===== config.mk =====
export PLATFORM = sky130hd
export DESIGN_NAME = seq_alu_unit_flat
export DESIGN_NICKNAME = d
export VERILOG_FILES = /design/src/rtl/seq_alu_pkg.sv /design/src/rtl/seq_alu_if.sv /design/src/rtl/seq_alu_led_mux.sv /design/src/rtl/seq_alu_unit.sv /design/src/flat_wrapper.sv
export SDC_FILE = /design/constraint.sdc
export NUM_CORES = 1
export LEC_CHECK = 0
export BUFFER_PORTS_ARGS = -buffer_cell sky130_fd_sc_hd__buf_2
export CAP_MARGIN = 30
export CELL_PAD_IN_SITES_DETAIL_PLACEMENT = 1
export CELL_PAD_IN_SITES_GLOBAL_PLACEMENT = 1
export CORE_MARGIN = 4
export CORE_UTILIZATION = 50
export DETAILED_ROUTE_END_ITERATION = 8
export GPL_TIMING_DRIVEN = 0
export PLACE_DENSITY = 0.85
export REMOVE_ABC_BUFFERS = 1
export SYNTH_ARGS = -nofsm -noshare
export SYNTH_HDL_FRONTEND = slang
export SYNTH_SLANG_ARGS = --single-unit
export TNS_END_PERCENT = 20

===== constraint.sdc =====
create_clock -name clk_xi -period 7.8 [get_ports clk_xi]
set_clock_uncertainty 0.15 [all_clocks]
set_input_delay 1.17 -clock clk_xi [delete_from_list [all_inputs] [get_ports clk_xi]]
set_output_delay 1.17 -clock clk_xi [all_outputs]
set_load 0.02 [all_outputs]

===== src/rtl/seq_alu_pkg.sv =====
// seq_alu_pkg
// Shared definitions for the sequential ALU unit:
//   op_t        - 4-bit opcode encoding (11..15 are illegal)
//   state_t     - control FSM states
//   FLAG_*_BIT  - bit positions of the flags inside the LED flag byte
// No ports; imported by the interface, the LED mux and the top.
package seq_alu_pkg;

  typedef enum logic [3:0] {
    OP_AND = 4'd0,
    OP_OR  = 4'd1,
    OP_XOR = 4'd2,
    OP_NOR = 4'd3,
    OP_ADD = 4'd4,
    OP_SUB = 4'd5,
    OP_SLT = 4'd6,
    OP_SLL = 4'd7,
    OP_SRL = 4'd8,
    OP_SRA = 4'd9,
    OP_MUL = 4'd10
  } op_t;

  typedef enum logic [1:0] {
    IDLE,
    EXEC,
    MULT,
    DONE
  } state_t;

  localparam int FLAG_ZF_BIT   = 0;
  localparam int FLAG_OF_BIT   = 1;
  localparam int FLAG_ERR_BIT  = 2;
  localparam int FLAG_BUSY_BIT = 3;

endpackage


===== src/rtl/seq_alu_if.sv =====
// seq_alu_if
// Operand/result handshake bundle for seq_alu_unit.
//   in_valid_xi/in_ready_xo   : operand + opcode handshake (op_xi, a_xi, b_xi)
//   out_valid_xo/out_ready_xi : result handshake (f_xo plus zf/of/err flags)
//   busy_xo                   : multiply in progress
//   led_sel_xi/led_xo         : LED byte select and drive
// Modports: master (operand source / result sink), slave (the ALU unit).
interface seq_alu_if #(
  parameter int WIDTH     = 32,
  parameter int LED_SEL_W = $clog2(WIDTH/8 + 1)
);
  logic                 in_valid_xi;
  logic                 in_ready_xo;
  logic [3:0]           op_xi;
  logic [WIDTH-1:0]     a_xi;
  logic [WIDTH-1:0]     b_xi;
  logic                 out_valid_xo;
  logic                 out_ready_xi;
  logic [WIDTH-1:0]     f_xo;
  logic                 zf_xo;
  logic                 of_xo;
  logic                 err_xo;
  logic                 busy_xo;
  logic [LED_SEL_W-1:0] led_sel_xi;
  logic [7:0]           led_xo;

  modport master (
    output in_valid_xi, op_xi, a_xi, b_xi, out_ready_xi, led_sel_xi,
    input  in_ready_xo, out_valid_xo, f_xo, zf_xo, of_xo, err_xo, busy_xo, led_xo
  );

  modport slave (
    input  in_valid_xi, op_xi, a_xi, b_xi, out_ready_xi, led_sel_xi,
    output in_ready_xo, out_valid_xo, f_xo, zf_xo, of_xo, err_xo, busy_xo, led_xo
  );
endinterface


===== src/rtl/seq_alu_led_mux.sv =====
// seq_alu_led_mux
// Selects what the 8 LEDs show: one byte of the held result, or the flag byte.
//   f       in  WIDTH      held result
//   zf/of/err/busy in 1    status flags
//   sel     in  LED_SEL_W  0..WIDTH/8-1 result byte (0 = LSB), WIDTH/8 flag byte
//   led     out 8          LED drive, 0 for any other select value
module seq_alu_led_mux
  import seq_alu_pkg::*;
#(
  parameter int WIDTH     = 32,
  parameter int LED_SEL_W = $clog2(WIDTH/8 + 1)
) (
  input  logic [WIDTH-1:0]     f,
  input  logic                 zf,
  input  logic                 of,
  input  logic                 err,
  input  logic                 busy,
  input  logic [LED_SEL_W-1:0] sel,
  output logic [7:0]           led
);

  localparam int NUM_BYTES = WIDTH / 8;

  logic [7:0] flag_byte;

  always_comb begin
    flag_byte                = '0;
    flag_byte[FLAG_ZF_BIT]   = zf;
    flag_byte[FLAG_OF_BIT]   = of;
    flag_byte[FLAG_ERR_BIT]  = err;
    flag_byte[FLAG_BUSY_BIT] = busy;
  end

  // Compare against each legal select value so no variable part-select is needed
  always_comb begin
    led = '0;
    for (int i = 0; i < NUM_BYTES; i++) begin
      if (sel == LED_SEL_W'(i)) led = f[i*8 +: 8];
    end
    if (sel == LED_SEL_W'(NUM_BYTES)) led = flag_byte;
  end

endmodule


===== src/rtl/seq_alu_unit.sv =====
// seq_alu_unit
// Handshaked multi-function ALU: logic, add/sub, signed compare and shifts in
// one execute cycle; unsigned shift-add multiply over WIDTH+1 cycles. The
// result and its flags are held until consumed.
//   clk_xi    in  clock, rising edge
//   rst_n_xi  in  asynchronous active-low reset
//   bus       seq_alu_if.slave : operand/result handshakes, flags, busy, LEDs
// Build option: define SEQ_ALU_MUL_EN to include the multiplier (opcode 10);
// without it opcode 10 is reported as illegal and busy_xo is constant 0.
module seq_alu_unit
  import seq_alu_pkg::*;
#(
  parameter int WIDTH     = 32,
  parameter int LED_SEL_W = $clog2(WIDTH/8 + 1)
) (
  input  logic    clk_xi,
  input  logic    rst_n_xi,
  seq_alu_if.slave bus
);

  localparam int SH_W = $clog2(WIDTH);

  state_t           state_q, state_d;
  logic [3:0]       op_q;
  logic [WIDTH-1:0] a_q, b_q;
  logic [WIDTH-1:0] f_q;
  logic             zf_q, of_q, err_q;
  logic [WIDTH-1:0] alu_res;
  logic             alu_of, alu_err;
  logic [WIDTH-1:0] sum, diff;
  logic [SH_W-1:0]  sh;
  logic             accept;
  logic [7:0]       led;

`ifdef SEQ_ALU_MUL_EN
  logic [2*WIDTH-1:0] acc, mcand;
  logic [WIDTH-1:0]   mplier;
  logic [SH_W-1:0]    cnt;
  logic               mul_fin;
`endif

  assign accept = (state_q == IDLE) && bus.in_valid_xi;
  assign sum    = a_q + b_q;
  assign diff   = a_q - b_q;
  assign sh     = b_q[SH_W-1:0];

  // State register
  always_ff @(posedge clk_xi or negedge rst_n_xi) begin
    if (!rst_n_xi) state_q <= IDLE;
    else           state_q <= state_d;
  end

  // Next state: multiplies take the MULT loop, everything else (including
  // illegal opcodes) goes through the single EXEC cycle
  always_comb begin
    state_d = state_q;
    case (state_q)
      IDLE: begin
        if (accept) begin
          state_d = EXEC;
`ifdef SEQ_ALU_MUL_EN
          if (bus.op_xi == OP_MUL) state_d = MULT;
`endif
        end
      end
      EXEC: state_d = DONE;
`ifdef SEQ_ALU_MUL_EN
      MULT: if (mul_fin) state_d = DONE;
`endif
      DONE: if (bus.out_ready_xi) state_d = IDLE;
      default: state_d = IDLE;
    endcase
  end

  // Single-cycle ALU evaluated from the captured operands during EXEC
  always_comb begin
    alu_res = '0;
    alu_of  = 1'b0;
    alu_err = 1'b0;
    case (op_q)
      OP_AND: alu_res = a_q & b_q;
      OP_OR:  alu_res = a_q | b_q;
      OP_XOR: alu_res = a_q ^ b_q;
      OP_NOR: alu_res = ~(a_q | b_q);
      OP_ADD: begin
        alu_res = sum;
        alu_of  = (a_q[WIDTH-1] == b_q[WIDTH-1]) && (sum[WIDTH-1] != a_q[WIDTH-1]);
      end
      OP_SUB: begin
        alu_res = diff;
        alu_of  = (a_q[WIDTH-1] != b_q[WIDTH-1]) && (diff[WIDTH-1] != a_q[WIDTH-1]);
      end
      OP_SLT: alu_res = {{(WIDTH-1){1'b0}}, ($signed(a_q) < $signed(b_q))};
      OP_SLL: alu_res = a_q << sh;
      OP_SRL: alu_res = a_q >> sh;
      OP_SRA: alu_res = $unsigned($signed(a_q) >>> sh);
      default: alu_err = 1'b1;
    endcase
  end

  // Operand capture, multiply iterations and result/flag registers. Results
  // only move on the edge that enters DONE, so they hold through consumption.
  // The multiply spends one extra cycle after its last iteration so the
  // result is registered from a settled accumulator rather than through the adder.
  always_ff @(posedge clk_xi or negedge rst_n_xi) begin
    if (!rst_n_xi) begin
      op_q    <= '0;
      a_q     <= '0;
      b_q     <= '0;
      f_q     <= '0;
      zf_q    <= 1'b0;
      of_q    <= 1'b0;
      err_q   <= 1'b0;
`ifdef SEQ_ALU_MUL_EN
      acc     <= '0;
      mcand   <= '0;
      mplier  <= '0;
      cnt     <= '0;
      mul_fin <= 1'b0;
`endif
    end else begin
      if (accept) begin
        op_q    <= bus.op_xi;
        a_q     <= bus.a_xi;
        b_q     <= bus.b_xi;
`ifdef SEQ_ALU_MUL_EN
        acc     <= '0;
        mcand   <= {{WIDTH{1'b0}}, bus.a_xi};
        mplier  <= bus.b_xi;
        cnt     <= SH_W'(WIDTH - 1);
        mul_fin <= 1'b0;
`endif
      end
      if (state_q == EXEC) begin
        f_q   <= alu_res;
        zf_q  <= (alu_res == '0);
        of_q  <= alu_of;
        err_q <= alu_err;
      end
`ifdef SEQ_ALU_MUL_EN
      if (state_q == MULT) begin
        if (mul_fin) begin
          f_q   <= acc[WIDTH-1:0];
          zf_q  <= (acc[WIDTH-1:0] == '0);
          of_q  <= |acc[2*WIDTH-1:WIDTH];
          err_q <= 1'b0;
        end else begin
          if (mplier[0]) acc <= acc + mcand;
          mcand  <= mcand << 1;
          mplier <= mplier >> 1;
          if (cnt == '0) mul_fin <= 1'b1;
          else           cnt     <= cnt - 1'b1;
        end
      end
`endif
    end
  end

  assign bus.in_ready_xo  = (state_q == IDLE);
  assign bus.out_valid_xo = (state_q == DONE);
  assign bus.f_xo         = f_q;
  assign bus.zf_xo        = zf_q;
  assign bus.of_xo        = of_q;
  assign bus.err_xo       = err_q;
`ifdef SEQ_ALU_MUL_EN
  assign bus.busy_xo      = (state_q == MULT);
`else
  assign bus.busy_xo      = 1'b0;
`endif
  assign bus.led_xo       = led;

  seq_alu_led_mux #(
    .WIDTH     (WIDTH),
    .LED_SEL_W (LED_SEL_W)
  ) u_led_mux (
    .f    (f_q),
    .zf   (zf_q),
    .of   (of_q),
    .err  (err_q),
    .busy (bus.busy_xo),
    .sel  (bus.led_sel_xi),
    .led  (led)
  );

endmodule

===== src/flat_wrapper.sv =====
// flat-port wrapper written by rule: the top's interface ports become plain ports
module seq_alu_unit_flat import seq_alu_pkg::*;
#(
  parameter int WIDTH     = 32,
  parameter int LED_SEL_W = $clog2(WIDTH/8 + 1)
)
  (clk_xi, rst_n_xi, bus_in_valid_xi, bus_op_xi, bus_a_xi, bus_b_xi, bus_out_ready_xi, bus_led_sel_xi, bus_in_ready_xo, bus_out_valid_xo, bus_f_xo, bus_zf_xo, bus_of_xo, bus_err_xo, bus_busy_xo, bus_led_xo);
  seq_alu_if #(.WIDTH(WIDTH), .LED_SEL_W(LED_SEL_W)) bus_i ();
  input  logic clk_xi;
  input  logic rst_n_xi;
  input wire logic [$bits(bus_i.in_valid_xi)-1:0] bus_in_valid_xi;
  input wire logic [$bits(bus_i.op_xi)-1:0] bus_op_xi;
  input wire logic [$bits(bus_i.a_xi)-1:0] bus_a_xi;
  input wire logic [$bits(bus_i.b_xi)-1:0] bus_b_xi;
  input wire logic [$bits(bus_i.out_ready_xi)-1:0] bus_out_ready_xi;
  input wire logic [$bits(bus_i.led_sel_xi)-1:0] bus_led_sel_xi;
  output wire logic [$bits(bus_i.in_ready_xo)-1:0] bus_in_ready_xo;
  output wire logic [$bits(bus_i.out_valid_xo)-1:0] bus_out_valid_xo;
  output wire logic [$bits(bus_i.f_xo)-1:0] bus_f_xo;
  output wire logic [$bits(bus_i.zf_xo)-1:0] bus_zf_xo;
  output wire logic [$bits(bus_i.of_xo)-1:0] bus_of_xo;
  output wire logic [$bits(bus_i.err_xo)-1:0] bus_err_xo;
  output wire logic [$bits(bus_i.busy_xo)-1:0] bus_busy_xo;
  output wire logic [$bits(bus_i.led_xo)-1:0] bus_led_xo;
  assign bus_i.in_valid_xi = bus_in_valid_xi;
  assign bus_i.op_xi = bus_op_xi;
  assign bus_i.a_xi = bus_a_xi;
  assign bus_i.b_xi = bus_b_xi;
  assign bus_i.out_ready_xi = bus_out_ready_xi;
  assign bus_i.led_sel_xi = bus_led_sel_xi;
  assign bus_in_ready_xo = bus_i.in_ready_xo;
  assign bus_out_valid_xo = bus_i.out_valid_xo;
  assign bus_f_xo = bus_i.f_xo;
  assign bus_zf_xo = bus_i.zf_xo;
  assign bus_of_xo = bus_i.of_xo;
  assign bus_err_xo = bus_i.err_xo;
  assign bus_busy_xo = bus_i.busy_xo;
  assign bus_led_xo = bus_i.led_xo;
  seq_alu_unit #(.WIDTH(WIDTH), .LED_SEL_W(LED_SEL_W)) u_core (.clk_xi(clk_xi), .rst_n_xi(rst_n_xi), .bus(bus_i));
endmodule

Yosys cells after proc, flatten, opt, wreduce, memory -nomap -nowiden
Index checks and enable logic that the tools add are counted.
W data, S select, Z words.

storage, ports and cells
  flip-flop bits (word level) = 105

cells by class
  shift operators = 3
  mux-type cells = 11
  reductions and logical operators = 9
  bitwise logic cells = 4
  equality and inequality tests = 21
  $add $sub $neg = 2
  $lt $le $gt $ge = 1

operator list
  kind                  number
  $pmux W32 S10         1
  $mux W8               5
  $add A32 B32 Y32      1
  $and A32 B32 Y32      1
  $logic_not A32 Y1     1
  $lt A32 B32 Y1        1
  $not A32 Y32          1
  $or A32 B32 Y32       1
  $shl A32 B5 Y32       1
  $shr A32 B5 Y32       1
  $sshr A32 B5 Y32      1
  $sub A32 B32 Y32      1
  $xor A32 B32 Y32      1
  $eq A4 B3 Y1 const B  4
  $reduce_or A10 Y1     1
  $eq A4 B2 Y1 const B  2
  $eq A4 B4 Y1 const B  2
  $eq A3 B2 Y1 const B  2
  $pmux W2 S3           1
  $eq A4 B1 Y1 const B  1
  $logic_not A4 Y1      1
  $mux W2               2
  $eq A3 B1 Y1 const B  1
  $eq A3 B3 Y1 const B  1
  12 further kinds      16

Logic depth before layout (Yosys ltp)
  word-level depth = 6
  gate-level depth with buffers = 18
  depth with buffers taken out = 14

By module
Synthesis repeated with hierarchy kept, for this count alone.

second synthesis, totals
  cells, all modules = 1808
  area, all modules = 14029.7 um2

by module, submodules not included
  module           cells an instance  instances  area an instance (um2)  seq. area each (um2)
  seq_alu_unit     1759               1          13665.6                 2627.5
  seq_alu_led_mux  49                 1          364.1                   0.0

Least setup slack after synthesis
OpenSTA, ideal clock, no wires.

  path type = register -> register
  start = register u_core.b_q[3]
  end = register u_core.zf_q, in the netlist u_core.bus.zf_xo
  cell stages (with the launch flop) = 19
  required time = 7.547 ns
  arrival = 4.593 ns
  library setup time = 0.103 ns
  clock period less this slack = 4.847 ns
  slack = 2.953 ns
  path through = dfrtp_1 buf_2 inv_1 clkbuf_1 buf_1 clkbuf_1 ha_1 clkbuf_1 nand2b_1 o311ai_1 a31oi_1 a31oi_1 or4_1 a41oi_1 xnor2_1 a21oi_1 nand3_1 or4_1 o41ai_2

between the ends
  word-level cells in the longest chain between the ends = 4
  elaborated cells between the ends (all ways) = 12

ends and longest elaborated chain
  element                                                                   RTL line             RTL
  from (decl)                                                               seq_alu_unit.sv:25   logic [WIDTH-1:0] a_q, b_q;
  from (signal assigned)                                                    seq_alu_unit.sv:125  b_q <= bus.b_xi;
  parallel branches: the longest is 2 deep, another holds $sub A32 B32 Y32  -
  $pmux W32 S10 (*)                                                         seq_alu_unit.sv:80   case (op_q)
  $logic_not A32 Y1 (*)                                                     seq_alu_unit.sv:136  zf_q <= (alu_res == '0);
  to (signal assigned)                                                      seq_alu_unit.sv:136
  to (decl)                                                                 seq_alu_unit.sv:27   logic zf_q, of_q, err_q;

Mark *: on every way between the ends.
A chain may end at the register's enable or synchronous reset.

Worst setup path after layout
  start = register u_core.b_q[4]
  end = register u_core.zf_q, in the netlist u_core.bus.zf_xo

Same word-level chain as after synthesis.

==> reports/metrics.yaml <==
sta:
  hold_violations: 0
  fin_setup_tns_ns: 0
  slew_headroom: 0.229
  tightest_slew_ns: 1.14
  period_minus_slack_ns: 6.75
  clock.fmax_ghz: 0.148
  setup_ws_ns: 1.05
  rsz0062_at_grt: "no"
  post-route-period-util: 0.865
  setup_viol: 0
  slew_viol_final: 0
die:
  die_h_um: 175
  rows: 60
  pin_count: 121
  die_x_um: 175
  fp.coreArea_sq_um: 27200
  fp.dieArea_sq_um: 30700
  initial_utilization: 0.514
finish:
  area_delta_synth_final_pct: 8.94
  fin_nets: 1990
  final_common_cell: "nand2_1"
  final_util: 0.560
  final_cell_mix: "224 x nand2_1, 175 x o21ai_0, 142 x nor2_1"
  antenna_cells: 0
  fin_cells: 2188
  drive_above_1_share: 0.157
global_route:
  track_usage: 0.439
  use_met1: 0.546
  grt_max_degree: 77
  gr-usage-met3: 0.156
  grt_use_met2: 0.664
  first_global_vias: 16200
  grt-ovfl-total: 0
  grt_antenna_before_repair: 1
  grt_pass1_wl_mm: 103
  top_usage_layer: "met2"
cts:
  postCtsSetupBuffers: 0
  ctsResizeCount: 0
  htree_levels: 3
  clock-root-buffer: "clkbuf_16"
  clkSinkCount: 105
  clkTransAtPathRegs_ns: 0.09
  tritoncts: "done"
  cts_max_path_buffers: 2
  holdBufCountCts: 0
  clk_latency_ns: 0.39
  cts-buffers-inserted: 9
synth:
  syn_area_per_cell_sq_um: 7.77
  syn_inst: 1796
  netlist.area_leader.share: 0.188
  synth_seq_area_share: 0.188
  synthTopCellsByArea: "dfrtp_1 19%, mux4_2 9.5%, ha_1 9.1%"
  ys_warn_count: 0
  ys_ff_latch: 105
  synth_flop_cell: "dfrtp_1"
  syn_area_sq_um: 14000
  synth.largest_area_cell: "dfrtp_1"
  yosysUniqueCellTypes: 85
  async_flop_share: 1.00
  synth_edf_count: 0
route:
  drt-total-wl_mm: 68.8
  routedWlPerCell_um: 31.4
  vias: 16100
  first_iter_violations: 2194
  drtPass1Iterations: 6
  ant_nets: 0
  drcViolationCount: 0
  vias_per_cell: 7.36
place:
  gp_congestion: 1.04
  placed_cells: 2171
  pre_cts_ws_ns: 1.43
  io_buffers: 119
  dp_hpwl_mm: 52.3
critical_path:
  worst_ep_required_time_ns: 7.93
  critPathMaxFanout: 41
  critical_path.endpoint_type: "flop"
  arrival_ns: 6.88
  cp-start-kind: "flop"
  crit_type: "flop to flop"
  ff2ff_path_depth: 15
  rrSetupSlack_ns: 1.05
worst_hold_path:
  hold_class: "flop to flop"
  min_path_cells: 2
outcome:
  status: "completed"
run:
  drv_cap: 0
==> area by class of cell <==
class / instances / area, sq um
fillers: 3354 / 12000
multi-input cells: 1454 / 10400
flip-flops and latches: 105 / 2650
repair buffers: 144 / 1010
well taps: 372 / 465
inverters: 97 / 364
clock buffers: 10 / 229
clock inverters: 6 / 67.6
==> stage by stage <==
step | hold slack [ns] | instance area (sq um)
after global routing | 0.411 | 15200
after CTS | 0.383 | 15200
after floorplan | 0.371 | 13400
final | 0.383 | 15200
after global placement | 0.333 | 14400
after detailed placement | 0.362 | 14900
==> synth_stat cells, drive strengths merged, types with 41 or more instances <==
master,number
o21ai,184
nor2,144
ha,102
buf,44
a21oi,114
xnor2,41
nand3,47
mux4,59
inv,95
clkbuf,96
mux2i,53
nand2,224
dfrtp,105
==> cells by family after synthesis <==
group,count (synthesis),synth area share
simple gates,584,0.193
mux,145,0.161
flops,105,0.188
xor+xnor,48,0.0301
compound gates,572,0.265
fa+ha+maj,104,0.0943
other cells,1,0.000269
buf+inv,237,0.0689
==> layer usage <==
metal	wire length, um	vias to the layer above
met1	25500	7887
met2	29600	1225
met5	0	-
li1	-	6651
met3	8870	331
met4	4840	0
==> worst paths after layout <==
check,from,endpoint
worst max-delay path,u_core.b_q[4]$_DFFE_PN0P_,u_core.bus.zf_xo$_DFFE_PN0P_
worst min-delay path,u_core.bus.err_xo$_DFFE_PN0P_,u_core.bus.err_xo$_DFFE_PN0P_
worst max register to register,u_core.b_q[4]$_DFFE_PN0P_,u_core.bus.zf_xo$_DFFE_PN0P_
worst min register to register,u_core.bus.err_xo$_DFFE_PN0P_,u_core.bus.err_xo$_DFFE_PN0P_
max in group asynchronous,rst_n_xi,u_core.op_q[1]$_DFFE_PN0P_
min in group asynchronous,rst_n_xi,u_core.a_q[3]$_DFFE_PN0P_
==> sequential cells by signal, summed over array words and instances, names as in the netlist <==
name               cells
u_core.b_q            32
u_core.bus.f_xo       32
u_core.bus.zf_xo       1
u_core.op_q            4
u_core.a_q            32
u_core.state_q         2
u_core.bus.err_xo      1
u_core.bus.of_xo       1
==> worst max-delay path: stages, from the launching register on <==
cell and delay (ns):
dfrtp_2 1.02, inv_1 0.39, buf_16 0.28, ha_1 0.46, and3_1 0.29, a221oi_2 0.50
o32ai_1 0.34, nor4_1 0.43, or2_1 0.32, o21ai_0 0.18, a211o_1 0.32, a32oi_1 0.58
o311ai_0 0.30, clkbuf_2 0.24, or4_1 0.48, o41ai_2 0.33
Power is not shown: default switching activity piles up to over one toggle a cycle in this logic, so the estimate is an artifact.
